<file path="src/rtl/parser_rule_cfg.sv">
// parser_rule_cfg
// Assembles multi-beat rule images from a 32-bit valid/ready config stream
// and commits them to one parser stage's type-lookup rule table through a
// one-cycle write strobe. One instance per parser stage.
//
// Ports
//   i_clk, i_rst_n          clock, synchronous active-low reset
//   i_cfg_valid/data/last   config beat stream (header + optional payload)
//   o_cfg_ready             beat accepted when valid & ready
//   o_rule_wren             one-cycle per-entry write strobe (all ones = invalidate all)
//   o_typeRule_*            rule fields written with the strobe; held until next commit
//   o_busy                  a command is in progress
//   o_wr_cnt / o_err_cnt    committed / rejected command counts, saturating
//
// Header beat: [31:28] opcode (1 WRITE, 2 INVALIDATE, 3 INVALIDATE_ALL),
// [27:20] rule index. WRITE carries NBEAT payload beats, image LSB first:
// {metaShift, headShift, keyOffset, typeOffset, typeMask, typeData, valid}.
//
// state     | meaning
// S_HDR     | waiting for a command header
// S_PAYLOAD | collecting WRITE payload beats
// S_COMMIT  | write strobe on the table port, input stalled for one cycle
// S_DRAIN   | rejected command, swallowing beats up to its last

module parser_rule_cfg #(
    parameter int RULE_NUM          = 8,
    parameter int TYPE_NUM          = 4,
    parameter int TYPE_WIDTH        = 16,
    parameter int TYPE_OFFSET_WIDTH = 8,
    parameter int KEY_FILED_NUM     = 8,
    parameter int KEY_OFFSET_WIDTH  = 6,
    parameter int HEAD_SHIFT_WIDTH  = 6,
    parameter int META_SHIFT_WIDTH  = 6
) (
    input  logic                                          i_clk,
    input  logic                                          i_rst_n,
    input  logic                                          i_cfg_valid,
    input  logic [31:0]                                   i_cfg_data,
    input  logic                                          i_cfg_last,
    output logic                                          o_cfg_ready,
    output logic [RULE_NUM-1:0]                           o_rule_wren,
    output logic                                          o_typeRule_valid,
    output logic [TYPE_NUM*TYPE_WIDTH-1:0]                o_typeRule_typeData,
    output logic [TYPE_NUM*TYPE_WIDTH-1:0]                o_typeRule_typeMask,
    output logic [TYPE_NUM*TYPE_OFFSET_WIDTH-1:0]         o_typeRule_typeOffset,
    output logic [KEY_FILED_NUM*(KEY_OFFSET_WIDTH+1)-1:0] o_typeRule_keyOffset,
    output logic [HEAD_SHIFT_WIDTH-1:0]                   o_typeRule_headShift,
    output logic [META_SHIFT_WIDTH-1:0]                   o_typeRule_metaShift,
    output logic                                          o_busy,
    output logic [15:0]                                   o_wr_cnt,
    output logic [15:0]                                   o_err_cnt
);

    localparam int TD_W = TYPE_NUM * TYPE_WIDTH;
    localparam int TO_W = TYPE_NUM * TYPE_OFFSET_WIDTH;
    localparam int KO_W = KEY_FILED_NUM * (KEY_OFFSET_WIDTH + 1);

    localparam int RULE_BITS = 1 + 2 * TD_W + TO_W + KO_W + HEAD_SHIFT_WIDTH + META_SHIFT_WIDTH;
    localparam int NBEAT     = (RULE_BITS + 31) / 32;
    localparam int CNT_W     = $clog2(NBEAT + 1);
    localparam int IMG_BITS  = (NBEAT - 1) * 32;

    localparam int OFF_TD = 1;
    localparam int OFF_TM = OFF_TD + TD_W;
    localparam int OFF_TO = OFF_TM + TD_W;
    localparam int OFF_KO = OFF_TO + TO_W;
    localparam int OFF_HS = OFF_KO + KO_W;
    localparam int OFF_MS = OFF_HS + HEAD_SHIFT_WIDTH;

    localparam logic [3:0] OP_WRITE   = 4'h1;
    localparam logic [3:0] OP_INV     = 4'h2;
    localparam logic [3:0] OP_INV_ALL = 4'h3;

    localparam logic [RULE_NUM-1:0] WREN_ONE = RULE_NUM'(1);

    typedef enum logic [1:0] {
        S_HDR,
        S_PAYLOAD,
        S_COMMIT,
        S_DRAIN
    } state_t;

    state_t               state;
    logic [CNT_W-1:0]     beat_cnt;
    logic [7:0]           idx_q;
    // Holds beats 0..NBEAT-2; the final beat is taken straight off the bus at commit.
    logic [IMG_BITS-1:0]  img;
    logic [RULE_BITS-1:0] full;

    logic       accept;
    logic [3:0] hdr_op;
    logic [7:0] hdr_idx;
    logic       idx_ok;
    logic       final_beat;

    assign accept     = i_cfg_valid & o_cfg_ready;
    assign hdr_op     = i_cfg_data[31:28];
    assign hdr_idx    = i_cfg_data[27:20];
    assign idx_ok     = {1'b0, hdr_idx} < 9'(RULE_NUM);
    assign final_beat = (beat_cnt == CNT_W'(NBEAT - 1));
    // Padding bits above RULE_BITS in the last beat are dropped here.
    assign full       = RULE_BITS'({i_cfg_data, img});

    function automatic logic [15:0] sat_inc(input logic [15:0] v);
        return (v == 16'hFFFF) ? v : v + 16'd1;
    endfunction

    // o_cfg_ready defaults to 1 and is cleared only on entry to S_COMMIT,
    // so it always reflects the state being entered.
    always_ff @(posedge i_clk) begin
        if (!i_rst_n) begin
            state                 <= S_HDR;
            beat_cnt              <= '0;
            idx_q                 <= '0;
            img                   <= '0;
            o_cfg_ready           <= 1'b0;
            o_busy                <= 1'b0;
            o_rule_wren           <= '0;
            o_typeRule_valid      <= 1'b0;
            o_typeRule_typeData   <= '0;
            o_typeRule_typeMask   <= '0;
            o_typeRule_typeOffset <= '0;
            o_typeRule_keyOffset  <= '0;
            o_typeRule_headShift  <= '0;
            o_typeRule_metaShift  <= '0;
            o_wr_cnt              <= '0;
            o_err_cnt             <= '0;
        end else begin
            o_rule_wren <= '0;
            o_cfg_ready <= 1'b1;
            case (state)
                S_HDR: begin
                    if (accept) begin
                        beat_cnt <= '0;
                        idx_q    <= hdr_idx;
                        if (hdr_op == OP_WRITE && idx_ok && !i_cfg_last) begin
                            state  <= S_PAYLOAD;
                            o_busy <= 1'b1;
                        end else if (i_cfg_last &&
                                     ((hdr_op == OP_INV && idx_ok) || hdr_op == OP_INV_ALL)) begin
                            state                 <= S_COMMIT;
                            o_busy                <= 1'b1;
                            o_cfg_ready           <= 1'b0;
                            o_rule_wren           <= (hdr_op == OP_INV_ALL) ? '1 : (WREN_ONE << hdr_idx);
                            o_typeRule_valid      <= 1'b0;
                            o_typeRule_typeData   <= '0;
                            o_typeRule_typeMask   <= '0;
                            o_typeRule_typeOffset <= '0;
                            o_typeRule_keyOffset  <= '0;
                            o_typeRule_headShift  <= '0;
                            o_typeRule_metaShift  <= '0;
                        end else begin
                            o_err_cnt <= sat_inc(o_err_cnt);
                            if (!i_cfg_last) begin
                                state  <= S_DRAIN;
                                o_busy <= 1'b1;
                            end
                        end
                    end
                end

                S_PAYLOAD: begin
                    if (accept) begin
                        beat_cnt <= beat_cnt + CNT_W'(1);
                        // A discarded partial image needs no clearing: every
                        // committed WRITE overwrites all of img first.
                        for (int k = 0; k < NBEAT - 1; k++) begin
                            if (beat_cnt == CNT_W'(k)) begin
                                img[k*32 +: 32] <= i_cfg_data;
                            end
                        end
                        if (final_beat) begin
                            if (i_cfg_last) begin
                                state                 <= S_COMMIT;
                                o_cfg_ready           <= 1'b0;
                                o_rule_wren           <= WREN_ONE << idx_q;
                                o_typeRule_valid      <= full[0];
                                o_typeRule_typeData   <= full[OFF_TD +: TD_W];
                                o_typeRule_typeMask   <= full[OFF_TM +: TD_W];
                                o_typeRule_typeOffset <= full[OFF_TO +: TO_W];
                                o_typeRule_keyOffset  <= full[OFF_KO +: KO_W];
                                o_typeRule_headShift  <= full[OFF_HS +: HEAD_SHIFT_WIDTH];
                                o_typeRule_metaShift  <= full[OFF_MS +: META_SHIFT_WIDTH];
                            end else begin
                                state     <= S_DRAIN;
                                o_err_cnt <= sat_inc(o_err_cnt);
                            end
                        end else if (i_cfg_last) begin
                            state     <= S_HDR;
                            o_busy    <= 1'b0;
                            o_err_cnt <= sat_inc(o_err_cnt);
                        end
                    end
                end

                S_COMMIT: begin
                    state    <= S_HDR;
                    o_busy   <= 1'b0;
                    o_wr_cnt <= sat_inc(o_wr_cnt);
                end

                S_DRAIN: begin
                    if (accept && i_cfg_last) begin
                        state  <= S_HDR;
                        o_busy <= 1'b0;
                    end
                end

                default: begin
                    state  <= S_HDR;
                    o_busy <= 1'b0;
                end
            endcase
        end
    end

endmodule
</file>
<file path="config.mk">
export PLATFORM = sky130hd
export DESIGN_NAME = parser_rule_cfg
export DESIGN_NICKNAME = d
export VERILOG_FILES = /design/src/rtl/parser_rule_cfg.sv
export SDC_FILE = /design/constraint.sdc
export NUM_CORES = 1
export LEC_CHECK = 0
export CAP_MARGIN = 10
export CORE_UTILIZATION = 58
export DETAILED_ROUTE_END_ITERATION = 12
export GPL_TIMING_DRIVEN = 0
export PLACE_DENSITY = 0.85
export SYNTH_ARGS = -nofsm -noshare
export SYNTH_HDL_FRONTEND = slang
export SYNTH_SLANG_ARGS = --single-unit
</file>
<file path="constraint.sdc">
create_clock -name i_clk -period 5.1 [get_ports i_clk]
set_input_delay 0.51 -clock i_clk [delete_from_list [all_inputs] [get_ports i_clk]]
set_output_delay 0.51 -clock i_clk [all_outputs]
set_load 0.01 [all_outputs]
</file>
# == After elaboration in Yosys (flattened, before gate mapping) ==
# Index checks and enable logic that the tools add are counted.
# classes
shift,2
n_lt_le_gt_ge,1
n_bitwise,2
addsub,3
n_mux,89
n_eq_ne,27
n_reduce_logical,24
# op_table
operator,n
2-to-1 mux 64 bit,9
2-to-1 mux 56 bit,6
case mux 64 bit (2 select lines),2
2-to-1 mux 32 bit,6
2-to-1 mux 16 bit,8
case mux 56 bit (2 select lines),1
case mux 32 bit (2 select lines),1
2-to-1 mux 8 bit,7
2-to-1 mux 6 bit,9
"adder 16 x 1 -> 16 bit, second input constant",2
"equality test 16 bit, second input constant",2
case mux 16 bit (2 select lines),1
case mux 6 bit (2 select lines),2
AND reduction 3 bit,8
2-to-1 mux 1 bit,21
"!= test 2 bit, second input constant",9
"equality test 4 x 2 -> 1 bit, second input constant",4
"equality test 4 x 3 -> 1 bit, second input constant",4
2-to-1 mux 2 bit,8
case mux 8 bit (2 select lines),1
"left shift 1 x 8 -> 8 bit, first input constant",2
AND reduction 7 bit,2
"equality test 4 x 1 -> 1 bit, second input constant",2
"less-than comparator 8 x 4 -> 1 bit, second input constant",1
21 further kinds,30
# word_totals
in_bits,36
ff_bits,509
output_inout_bits,271

# == Longest topological paths before layout ==
# logic_depth
depth_word,8
mapped_depth,10
mapped_depth_nobuf,6

# == Worst setup path after synthesis ==
# No wires, ideal clock.
# synth_path
path_type,input port to flip-flop
start,in i_cfg_data[23]
end,reg o_typeRule_headShift[0]
stages,9
slack_ns,2.963
required_ns,5.028
arrival_time_ns,2.065
path_buffers,4
setup_ns,0.072
cell_sequence,buf_4 nor4_4 a41oi_4 mux2i_1 and3_1 buf_4 buf_12 buf_12 mux2i_1
# synth_between
elab_chain_cells,6
word_cells_on_any_way,9
classes_between,1 x order compare; 2 x eq/ne; 6 x reduce/logical
# synth_rtl
item,line,rtl
from (decl),38,"input logic [31:0] i_cfg_data,"
less-than comparator 8 x 4 -> 1 bit *,99,"assign idx_ok = {1'b0, hdr_idx} < 9'(RULE_NUM);"
logical AND 1 bit,140,((hdr_op == OP_INV && idx_ok) || hdr_op == OP_INV_ALL)) begin
logical OR 1 bit,140,
logical AND 1 bit,139,end else if (i_cfg_last &&
!= test 2 bit (no source line),-,
AND reduction 7 bit (no source line) *,-,
to (signal assigned),182,o_typeRule_headShift <= full[OFF_HS +: HEAD_SHIFT_WIDTH];
to (decl),47,"output logic [HEAD_SHIFT_WIDTH-1:0] o_typeRule_headShift,"
# Every way passes the cells marked *; elsewhere a longest branch is shown, timed or not.
# A chain may end at the register's enable or synchronous reset.

# == Worst setup path in the final report ==
# layout_path
start,reg beat_cnt[0]
end,reg o_err_cnt[6]
# layout_between
elab_chain_cells,4
word_cells_on_any_way,7
classes_between,3 x eq/ne; 3 x mux; 1 x reduce/logical
# layout_rtl
item,line,rtl
from (decl),84,logic [CNT_W-1:0] beat_cnt;
from (signal assigned),164,beat_cnt <= beat_cnt + CNT_W'(1);
equality test 4 x 3 -> 1 bit *,100,assign final_beat = (beat_cnt == CNT_W'(NBEAT - 1));
2-to-1 mux 16 bit,172,if (final_beat) begin
2-to-1 mux 16 bit,163,if (accept) begin
case mux 16 bit (2 select lines),131,case (state)
to (signal assigned),153,o_err_cnt <= sat_inc(o_err_cnt);
to (signal assigned),186,o_err_cnt <= sat_inc(o_err_cnt);
to (signal assigned),191,o_err_cnt <= sat_inc(o_err_cnt);
to (decl),51,output logic [15:0] o_err_cnt
# Every way passes the cells marked *; elsewhere a longest branch is shown, timed or not. The select of a mux whose other input is x is not followed.

==> results_dict.tcl <==
set metrics [dict create \
    min_path_type "primary input to register" \
    grt_pass1_wl_microns 97350 \
    fin_tns_setup_ns 0 \
    numCtsBuffers 49 \
    io_pins 307 \
    finalClockSkew_ns 0.02023 \
    cts_resized 0 \
    htreeDepth 2 \
    cpMostUsedCell "buf_2" \
    die_h_microns 189.2 \
    synth_edf_count 0 \
    fin_hold_ws_ns 0.2467 \
    diodes 0 \
    finalCritPeriodShare_pct 51.62 \
    clk_latency_ns 0.57 \
    synth_flop_cell "dfxtp_1" \
    fp.dieArea_sq_um 35790 \
    drt_iter0_markers 1867 \
    area_delta_synth_final_pct 25.05 \
    nets 2759 \
    path_cells "ha_1 > nand3b_1 > xnor2_1 > o211ai_1 > buf_2 > buf_2 > o31ai_1 > a21oi_1" \
    final_cell_area_sq_um 25410 \
    critPathCaptureType "register" \
    drc 0 \
    synth-async-reset-ratio_pct 0 \
    io_buffer_count 294 \
    wl_per_cell_microns 19.99 \
    yosysTopAreaCellShare_pct 50.14 \
    synthTopCellsByCount "nand2_1, dfxtp_1, a21oi_1" \
    vias_per_cell 5.861 \
    die_x_microns 189.2 \
    grt_pass1_vias 17820 \
    cts_tree "built" \
    yosysSeqAreaShare_pct 50.14 \
    peakVddDrop_v 0.0002495 \
    hold_violations 0 \
    yosysMostFrequentCell "nand2_1" \
    required_ns 5.58 \
    slew_violations 0 \
    top_layer_used "met4" \
    dr.pass1.iters 6 \
    syn_inst 2372 \
    cp-start-kind "register" \
    wl_met1_microns 25470 \
    fmax_mhz 379.8 \
    syn_area_sq_um 20320 \
    wl_microns 64050 \
    wl_met2_microns 28970 \
    grt-ovfl-total 0 \
    met3RoutedLength_microns 6217 \
    status "complete, no violations" \
    fin_crit_ns 2.633 \
    synth_area_leaders "dfxtp_1, nand2_1, mux2i_1" \
    start_util_pct 58.83 \
    yosysTopAreaCell "dfxtp_1" \
    cts_hold_buf 0 \
    ys_ff_latch 509 \
    ys_types 53 \
    coreArea_sq_um 34540 \
    dr_total_vias 18780 \
    clock-root-buffer "clkbuf_16" \
    ant_nets 0 \
    p_per_area_nw_per_um2 313.2 \
    grt_setup_unrepaired "false" \
    worstMarginPinSlew_ns 1.117 \
    timing.slew.headroom_pct 25.56 \
    worstSetupPathType "register to register" \
    rows 68 \
    clock-sinks 509 \
    slowest_stage "o211ai_1" \
    grt_usage_pct 34.81 \
    cts_buffer_depth 3 \
    dpl_cell_area_sq_um 23830 \
    drive_gt1_share_pct 5.200 \
    drv_cap 0 \
    path_max_fanout 10 \
    setup_viol 0 \
    nFillCells 2531 \
    synth_nets 2414 \
    antenna_found_initial 0 \
    grt_max_degree 15 \
    gp_congestion 0.8956 \
    syn_area_per_cell_sq_um 8.567 \
    cts_setup_buffers 0 \
    power_leakage_uw 0.007958 \
    yosys_warnings 0 \
    dp_hpwl_microns 43990 \
    cpPeakStageDelay_ns 0.52 \
    crit_arrival_ns 3.11 \
    clk_pin_slew_ns 0.06 \
]
[stage by stage]
stage	power, uW	worst slack (ns)	utilization, %	instances
after CTS	7943	2.506	73.57	3205
after detailed placement	4442	1.905	68.99	3121
final	7959	2.467	73.57	3205
after floorplan	4277	2.963	-	2372
after global routing	8157	2.330	73.57	3205
after global placement	4433	1.947	68.99	3121
[sequential cells by signal, summed over array words and instances, names as in the netlist]
register               count
beat_cnt                   4
idx_q                      8
img                      224
o_busy                     1
o_cfg_ready                1
o_err_cnt                 16
o_rule_wren                8
o_typeRule_headShift       6
o_typeRule_keyOffset      56
o_typeRule_metaShift       6
o_typeRule_typeData       64
o_typeRule_typeMask       64
o_typeRule_typeOffset     32
o_typeRule_valid           1
o_wr_cnt                  16
state                      2
[where the power goes]
group | internal (uW) | switching [uW] | leakage, uW
Combinational | 79.4 | 297 | 0.00308
Clock | 2050 | 1540 | 0.000775
Sequential | 3990 | 8.41 | 0.00410
[layer usage]
metal,global-route usage (%),vias to the layer above
li1,-,8683
met1,44.63,8917
met2,55.87,968
met3,6.265,215
met4,18.52,0
met5,0,-
[final timing paths]
check | from | endpoint | slack [ns] | depth (start not counted)
max | beat_cnt[0] | o_err_cnt[6] | 2.47 | 8
min reg2reg | img[30] | o_typeRule_typeData[29] | 0.45 | 2
min | i_cfg_data[31] | img[95] | 0.25 | 3
max reg2reg | beat_cnt[0] | o_err_cnt[6] | 2.47 | 8
[worst max-delay path, delay by kind of cell, from the launching register on]
family / cells / cell delay, ns
AOI/OAI and AO/OA: 3 / 0.77
and+or+nand+nor: 1 / 0.26
xor gates and xnor gates: 1 / 0.20
DFF: 1 / 0.43
adders and majority gates: 1 / 0.32
buffers and inverters: 2 / 0.58
[layout by cell type (no fill, tap or decap), types with 8 or more instances in the layout]
| cell | instances |
|---|---|
| o22ai_1 | 8 |
| clkinv_2 | 8 |
| xnor2_1 | 8 |
| nor2_1 | 19 |
| a21oi_1 | 255 |
| clkdlybuf4s50_1 | 294 |
| nor3_1 | 9 |
| buf_4 | 9 |
| dfxtp_1 | 509 |
| or4_1 | 17 |
| clkbuf_1 | 163 |
| nand2b_1 | 8 |
| buf_2 | 26 |
| o31ai_1 | 15 |
| nand4_1 | 12 |
| nand2_1 | 721 |
| nand3_1 | 253 |
| clkbuf_16 | 51 |
| mux2i_1 | 232 |
| and3_1 | 12 |
| clkbuf_8 | 9 |
| buf_12 | 23 |
| inv_1 | 8 |
[layout make-up]
cell class	count	area (sq um)	area share [%]
inverter	8	30.03	0.1182
multi-input combinational	1640	8838	34.78
sequential	509	10190	40.10
buffer	215	1262	4.968
timing repair buffer	294	2943	11.58
tap	455	569.3	2.240
clock inverter	16	148.9	0.5859
clock buffer	68	1430	5.628
[cell families (layout without fill, tap and decap cells)]
logic type	count (synthesis)	in the layout	synth area share [%]
buf+inv	223	601	6.360
mux	232	232	11.43
simple gates	1085	1085	23.03
xor+xnor	10	10	0.4310
fa+ha+maj	6	6	0.3694
flops	509	509	50.14
compound gates	307	307	8.239
No activity file was read; power rests on OpenSTA's default activity.
